**src/rtl/mat_sched_pkg.sv**
```systemverilog
// Shared types and constants for the matrix add/sub scheduler.
package mat_sched_pkg;

  localparam int MAT_W = 32;   // 16 x 2-bit operand elements
  localparam int RES_W = 96;   // 16 x 6-bit result fields
  localparam int N_REQ = 2;

  localparam logic OP_ADD = 1'b0;
  localparam logic OP_SUB = 1'b1;

  typedef enum logic [2:0] {
    IDLE,
    CLR,
    LAUNCH,
    WAIT,
    RESP
  } state_t;

  // Operand bundle one requester presents; also the latched copy driving the datapath.
  typedef struct packed {
    logic [MAT_W-1:0] a;
    logic [MAT_W-1:0] b;
    logic             sign;
  } opnd_t;

endpackage

```
**src/rtl/mat_addsub_sched_arb.sv**
```systemverilog
// Two-way round-robin arbiter. Purely combinational; the parent holds the pointer.
module rr_arb2
  import mat_sched_pkg::*;
(
  input  logic [N_REQ-1:0] req,
  input  logic             last,   // index of the most recently granted requester
  output logic [N_REQ-1:0] win     // one-hot winner, zero when nobody requests
);

  // Lone requester always wins; on contention the one not served last wins.
  always_comb begin
    win = '0;
    case (req)
      2'b01:   win = 2'b01;
      2'b10:   win = 2'b10;
      2'b11:   win = last ? 2'b01 : 2'b10;
      default: win = '0;
    endcase
  end

endmodule

```
**src/rtl/mat_addsub_sched.sv**
```systemverilog
// Shares one matrix add/sub datapath between two requesters: arbitrate,
// latch operands, clear the datapath, launch it, wait (bounded) for finish,
// capture the result and return a per-requester done pulse.
module mat_addsub_sched
  import mat_sched_pkg::*;
#(
  parameter int TIMEOUT = 8,
  parameter int CNT_W   = 4    // 2**CNT_W must exceed TIMEOUT
) (
  input  logic                  clk,
  input  logic                  rst_n,
  input  logic [N_REQ-1:0]      req,
  input  logic [N_REQ-1:0]      op,
  input  logic [MAT_W-1:0]      a0,
  input  logic [MAT_W-1:0]      b0,
  input  logic [MAT_W-1:0]      a1,
  input  logic [MAT_W-1:0]      b1,
  output logic [N_REQ-1:0]      gnt,
  output logic [N_REQ-1:0]      done,
  output logic                  err,
  output logic [RES_W-1:0]      result,
  output logic                  busy,
  output logic                  dp_rst,
  output logic                  dp_add_en,
  output logic                  dp_sign,
  output logic [MAT_W-1:0]      dp_mat_A,
  output logic [MAT_W-1:0]      dp_mat_B,
  input  logic [RES_W-1:0]      dp_mat_out,
  input  logic                  dp_finish
);

  state_t             state, state_nxt;
  logic [N_REQ-1:0]   win;
  logic               last;        // last granted requester index
  logic               owner;       // requester currently being served
  logic [CNT_W-1:0]   cnt;
  logic               err_q;
  logic               cnt_max;
  opnd_t              req_opnd [N_REQ];
  opnd_t              opnd;

  assign req_opnd[0] = '{a: a0, b: b0, sign: op[0]};
  assign req_opnd[1] = '{a: a1, b: b1, sign: op[1]};

  rr_arb2 u_arb (
    .req  (req),
    .last (last),
    .win  (win)
  );

  assign cnt_max = (cnt == CNT_W'(TIMEOUT - 1));

  // Next-state: one clear cycle and one launch cycle, then a bounded wait.
  always_comb begin
    state_nxt = state;
    case (state)
      IDLE:    if (|req) state_nxt = CLR;
      CLR:     state_nxt = LAUNCH;
      LAUNCH:  state_nxt = WAIT;
      WAIT:    if (dp_finish || cnt_max) state_nxt = RESP;
      RESP:    state_nxt = IDLE;
      default: state_nxt = IDLE;
    endcase
  end

  // State register.
  always_ff @(posedge clk or negedge rst_n) begin
    if (!rst_n) state <= IDLE;
    else        state <= state_nxt;
  end

  // Grant-time capture: winner's operands, owner, and round-robin pointer.
  always_ff @(posedge clk or negedge rst_n) begin
    if (!rst_n) begin
      opnd  <= '0;
      owner <= 1'b0;
      last  <= 1'b1;           // pretend requester 1 went last so requester 0 is preferred
    end else if (state == IDLE && |win) begin
      opnd  <= req_opnd[win[1]];
      owner <= win[1];
      last  <= win[1];
    end
  end

  // Wait counter: cleared on launch, counts only while no finish is seen.
  always_ff @(posedge clk or negedge rst_n) begin
    if (!rst_n)                                       cnt <= '0;
    else if (state == LAUNCH)                         cnt <= '0;
    else if (state == WAIT && !dp_finish && !cnt_max) cnt <= cnt + 1'b1;
  end

  // Completion bookkeeping: finish captures the result, timeout only flags err.
  always_ff @(posedge clk or negedge rst_n) begin
    if (!rst_n) begin
      result <= '0;
      err_q  <= 1'b0;
    end else if (state == WAIT) begin
      if (dp_finish) begin
        result <= dp_mat_out;
        err_q  <= 1'b0;
      end else if (cnt_max) begin
        err_q  <= 1'b1;
      end
    end
  end

  // The datapath parks in its finish state, so it is cleared before every op
  // and also held in reset for as long as the system reset is low.
  assign dp_rst    = ~rst_n | (state == CLR);
  assign dp_add_en = (state == LAUNCH);
  assign dp_sign   = opnd.sign;
  assign dp_mat_A  = opnd.a;
  assign dp_mat_B  = opnd.b;

  assign busy = (state != IDLE);
  assign gnt  = (state == CLR)  ? (owner ? 2'b10 : 2'b01) : 2'b00;
  assign done = (state == RESP) ? (owner ? 2'b10 : 2'b01) : 2'b00;
  assign err  = (state == RESP) & err_q;

endmodule

```
**config.mk**
```make
export PLATFORM = sky130hd
export DESIGN_NAME = mat_addsub_sched
export DESIGN_NICKNAME = d
export VERILOG_FILES = /design/src/rtl/mat_sched_pkg.sv /design/src/rtl/mat_addsub_sched_arb.sv /design/src/rtl/mat_addsub_sched.sv
export SDC_FILE = /design/constraint.sdc
export NUM_CORES = 1
export LEC_CHECK = 0
export CAP_MARGIN = 40
export CORE_AREA = 2 2 154 156
export CTS_BUF_LIST = sky130_fd_sc_hd__clkbuf_4
export CTS_CLUSTER_SIZE = 40
export DETAILED_ROUTE_END_ITERATION = 16
export DIE_AREA = 0 0 156 158
export PLACE_DENSITY = 0.76
export SYNTH_ARGS = -nofsm -noshare
export SYNTH_HDL_FRONTEND = slang
export SYNTH_SLANG_ARGS = --single-unit
```
**constraint.sdc**
```tcl
create_clock -name clk -period 2.3 [get_ports clk]
set_input_delay 0.46 -clock clk [delete_from_list [all_inputs] [get_ports clk]]
set_output_delay 0.46 -clock clk [all_outputs]
set_load 0.01 [all_outputs]
```
* After elaboration in Yosys (flattened, before gate mapping) *
Cells that the tools add are included.

cells by class
  add/subtract/negate cells = 1
  order comparisons = 1
  equal/unequal tests = 10
  mux-type cells = 15
  bitwise logic cells = 4
  reductions and logical operators = 15

operators with widths
  operator               number
  $mux W65               3
  $pmux W3 S4            1
  $mux W2                4
  $mux W4                2
  $eq A3 B2 Y1 const B   2
  $mux W3                2
  $pmux W2 S3            1
  $reduce_and A2 Y1      3
  $add A4 B1 Y4 const B  1
  $eq A2 B2 Y1 const B   2
  $eq A4 B3 Y1 const B   1
  $ne A2 B2 Y1 const B   2
  $reduce_bool A2 Y1     2
  $reduce_or A2 Y1       2
  $eq A3 B1 Y1 const B   1
  $eq A3 B3 Y1 const B   1
  $logic_and A1 B1 Y1    3
  $logic_not A3 Y1       1
  $reduce_bool A3 Y1     1
  $eq A2 B1 Y1 const B   1
  $ge A2 B2 Y1 const B   1
  $logic_not A1 Y1       2
  $mux W1                2
  $not A1 Y2             1
  4 further kinds        4

word-level totals
  register bits after elaboration = 171
  input bits = 231
  output and inout port bits = 169

* Longest topological paths before layout *
  depth in word-level cells = 6
  mapped depth = 7
  gate-level depth less buffers = 4

* Cells and area by module *
A second synthesis with hierarchy kept.

unflattened totals
  cell total of the unflattened synthesis = 479
  area, all modules = 7,534.7 um^2

by module, submodules not included
  module            times used  cells an instance  area each (um^2)  seq. area each (um^2)
  mat_addsub_sched  1           476                7,516.0           4,280.4
  rr_arb2           1           3                  18.8              0.0

* Worst setup path after synthesis *
No wires, ideal clock.

  path type = input-to-reg
  from = input req[1]
  to = register opnd (netlist bit dp_mat_A[12])
  setup time = 0.125 ns
  arrival time = 1.676 ns
  required time = 2.175 ns
  setup slack = 0.500 ns
  cell stages on the path = 5
  buffers on the path = 2
  cells stage by stage = a21boi_1 -> buf_2 -> buf_2 -> mux2_2 -> mux2_2

on the way
  word-level cells in the longest chain between the ends = 6
  elaborated cells on any way between the ends = 10
  those cells by class = 3 x eq/ne; 4 x mux; 1 x bitwise; 2 x reduce/logical

RTL lines
  what                                                 RTL line                    text
  from (decl)                                          mat_addsub_sched.sv:12      input logic [N_REQ-1:0] req,
  $eq A2 B2 Y1 / $eq A2 B1 Y1 (equally long branches)  mat_addsub_sched_arb.sv:13  case (req)
  $pmux W2 S3 (*)                                      mat_addsub_sched_arb.sv:13
  $not A1 Y2 (implied by the code)                     mat_addsub_sched.sv:79      opnd <= req_opnd[win[1]];
  $mux W65 (implied by the code) (3 in a row)          mat_addsub_sched.sv:79
  to (signal assigned)                                 mat_addsub_sched.sv:79
  to (decl)                                            mat_addsub_sched.sv:40      opnd_t opnd;

Every way passes the cells marked *; elsewhere a longest branch is shown, timed or not. The select of a mux whose other input is x is not followed.
A chain may end at the register's enable or synchronous reset.

* Final worst setup path *
  from = register state[1]
  to = output gnt[1]

on the way
  word-level cells in the longest chain between the ends = 2

RTL lines
  what                    RTL line                 text
  from (decl)             mat_addsub_sched.sv:32   state_t state, state_nxt;
  from (signal assigned)  mat_addsub_sched.sv:69   else state <= state_nxt;
  $eq A3 B1 Y1            mat_addsub_sched.sv:116  assign gnt = (state == CLR) ? (owner ? 2'b10 : 2'b01) : 2'b00;
  $mux W2                 mat_addsub_sched.sv:116
  to (decl)               mat_addsub_sched.sv:18   output logic [N_REQ-1:0] gnt,

Every way passes these cells.

==> results_dict.tcl <==
set metrics [dict create \
    setup_violations 0 \
    antenna_found_initial 1 \
    ios 400 \
    hp-start "dp_mat_out[72]" \
    worstHoldPathCells 2 \
    drt_iter0_markers 164 \
    crit_chain "buf_4, or3b_4, nor2_1, buf_2" \
    ys_top_cells_by_area "dfrtp_1, mux2_2, mux2_4, buf_6, buf_2" \
    crit_start "state[1]$_DFFE_PN0P_" \
    slowest_stage "dfrtp_1" \
    yosys.area.top_type "dfrtp_1" \
    status "finished, final reports clean" \
    final_antenna_net_count 0 \
    drv_cap 0 \
    synth.avg_cell_area_sq_um 15.89 \
    die_area_sq_um 24650 \
    cts.sinks 171 \
    clock_path_buffers 2 \
    core_sq_um 23050 \
    power_mw 14.86 \
    overflow 0 \
    crit_arrival_ns 1.72 \
    portBuffers 399 \
    slew-limit-headroom 0.5911 \
    muxShareOfSynthArea 0.3670 \
    fmax_ghz 0.4591 \
    synth_nets 701 \
    worstPathRequired_ns 1.84 \
    setup_tns_ns 0 \
    post-route-period-util 0.9470 \
    avgRoutedWirePerCell_um 17.59 \
    rr_worst_depth 6 \
    worst_slack_ns 0.1218 \
    finalWirelength_mm 21.06 \
    synth_top_area_share 0.5709 \
    clock-root-buffer "clkbuf_4" \
    ys_ff_latch 171 \
    synthToLayoutAreaGrowth_pct 64.62 \
    yosys_warnings 0 \
    place_congestion 0.7472 \
    rsz0062_at_grt "false" \
    ys_types 31 \
    synthSimpleGateAreaFrac 0.02334 \
    crit_buf_inv 2 \
    slew_viol_final 0 \
    tightestPinTransition_ns 0.6133 \
    syn_inst 469 \
    synthXorXnorAreaFrac 0.001175 \
    dpl_cell_area_sq_um 11970 \
    final_nets 1125 \
    slowest_delay_ns 0.40 \
    finalHoldViolCount 0 \
    ys_seq_area_frac 0.5744 \
    path_clk_slew_ns 0.17 \
    crit-reg2reg-launch "state[0]$_DFFE_PN0P_" \
    dpl.hpwl_mm 16.03 \
    drive_above_1_share 0.3355 \
    dr.pass1.iters 4 \
    critPathTopFamily "simple AND/OR/NAND/NOR gates" \
    start_util 0.3233 \
    skew_ns 0.03070 \
    cellLeakagePower_nw 5.190 \
    final_area_sq_um 12270 \
    hold_class "in2reg" \
    grt_max_degree 106 \
    critPathLaunchType "register" \
    ir_drop_mv 0.6737 \
    cts_tree "done" \
    dp_slack_ns 0.07622 \
    cp-end-kind "primary output" \
    cts_inserted_buffers 17 \
    period_needed_ns 2.178 \
    grt_util_all_layers 0.1664 \
    timing.rr.end "result[1]$_DFFE_PN0P_" \
    fp.dieW_um 156 \
    rows 56 \
    synth_compound_area_frac 0.006044 \
    synth_top_family_by_area "multiplexers" \
    p_per_area_nw_per_um2 1211 \
    syn_area_sq_um 7452 \
    grt_pass1_vias 5767 \
    htree_levels 4 \
    path_max_fanout 3 \
    vias 5473 \
    vias_per_cell 4.572 \
    crit_type "reg2out" \
    die_y_um 158 \
    synthAdderAreaFrac 0.001679 \
    clock_latency_ns 0.56 \
    grt_pass1_wl_mm 31.65 \
    r2r_slack_ns 0.41 \
    min_to "result[72]$_DFFE_PN0P_" \
    drcViolationCount 0 \
]
-- timing repair --
action                                 4_1_cts  5_1_grt
setup buffers                                4        2
gates resized for setup                     25        7
pin swaps                                    1        0
hold buffers                                 1        0
setup endpoints to repair                    8        5
endpoints found under the hold margin      138        0
-- how the worst max path moves through the flow --
| stage | endpoint | slack [ns] | depth (start not counted) |
|---|---|---|---|
| after CTS | busy | 0.02 | 5 |
| after global placement | dp_mat_B[24]$_DFFE_PN0P_ | 0.11 | 6 |
| after floorplan | dp_mat_A[12]$_DFFE_PN0P_ | 0.50 | 5 |
| after global routing | done[1] | 0.0002 | 4 |
| after detailed placement | dp_mat_B[23]$_DFFE_PN0P_ | 0.08 | 6 |
| final | gnt[1] | 0.12 | 4 |
-- state kept, by name, summed over array words and instances (netlist names) --
register  count
dp_sign       1
err_q         1
dp_mat_A     32
state         3
result       96
dp_mat_B     32
owner         1
last          1
cnt           4
-- cells in the mapped netlist (all sizes together) --
| cell type | instances |
|---|---|
| or3b | 2 |
| nor2b | 1 |
| nor4b | 1 |
| nand3 | 1 |
| nor2 | 7 |
| inv | 4 |
| o21ai | 1 |
| buf | 23 |
| nor3 | 4 |
| ha | 1 |
| mux2i | 4 |
| or3 | 1 |
| and3b | 2 |
| nand3b | 1 |
| and3 | 3 |
| dfrtp | 170 |
| a31oi | 2 |
| xor2 | 1 |
| o211a | 1 |
| dfstp | 1 |
| mux2 | 226 |
| a21boi | 1 |
| a21oi | 2 |
| nand2 | 7 |
| clkbuf | 2 |
-- where the power goes --
part	internal (mW)	switching [mW]
combinational	5.06	2.80
sequential	4.53	0.803
clock	0.473	1.19
-- routing by layer --
layer	GRT usage	part of all wire
met3	0.06022	0.086
met4	0.05111	0.015
met5	0	0
met2	0.2950	0.51
met1	0.1877	0.38
-- cells in the final DEF (no fill, tap or decap), drive strengths merged --
cell type,instances
o21ai,1
nor2,7
or3b,2
nand3,1
clkbuf,20
nor3,4
clkinvlp,3
clkdlybuf4s50,390
dfrtp,170
dlygate4sd3,1
inv,10
and3b,2
o211a,1
diode,1
a21oi,2
ha,1
xor2,1
a21boi,1
clkdlybuf4s15,1
nor4b,1
clkinv,6
mux2i,4
dfstp,1
nand3b,1
nor2b,1
buf,35
or3,1
nand2,7
mux2,226
a31oi,2
and3,3
-- layout make-up --
class	instances	area (sq um)
clock buffers	17	127.6
repair buffers	430	4335
fillers	2001	10780
diodes	1	2.502
inverters	4	15.01
well taps	290	362.8
multi-input cells	269	3007
flip-flops and latches	171	4280
clock inverters	15	137.6
-- metrics by stage --
step	util	hold WS, ns	cells
after floorplan	-	0.1644	469
after global placement	0.5184	0.4864	1156
after detailed placement	0.5193	0.4916	1157
after CTS	0.5319	0.4214	1194
after global routing	0.5322	0.4184	1197
final	0.5322	0.4984	1197
-- cells by family after synthesis --
family                   count (synthesis)
multiplexers                           230
buffers and inverters                   29
flip-flops                             171
AO/OA/AOI/OAI                            7
XOR/XNOR                                 1
adder cells (fa/ha/maj)                  1
AND/OR/NAND/NOR                         30
Note: power is estimated with default switching activity, not from simulation.
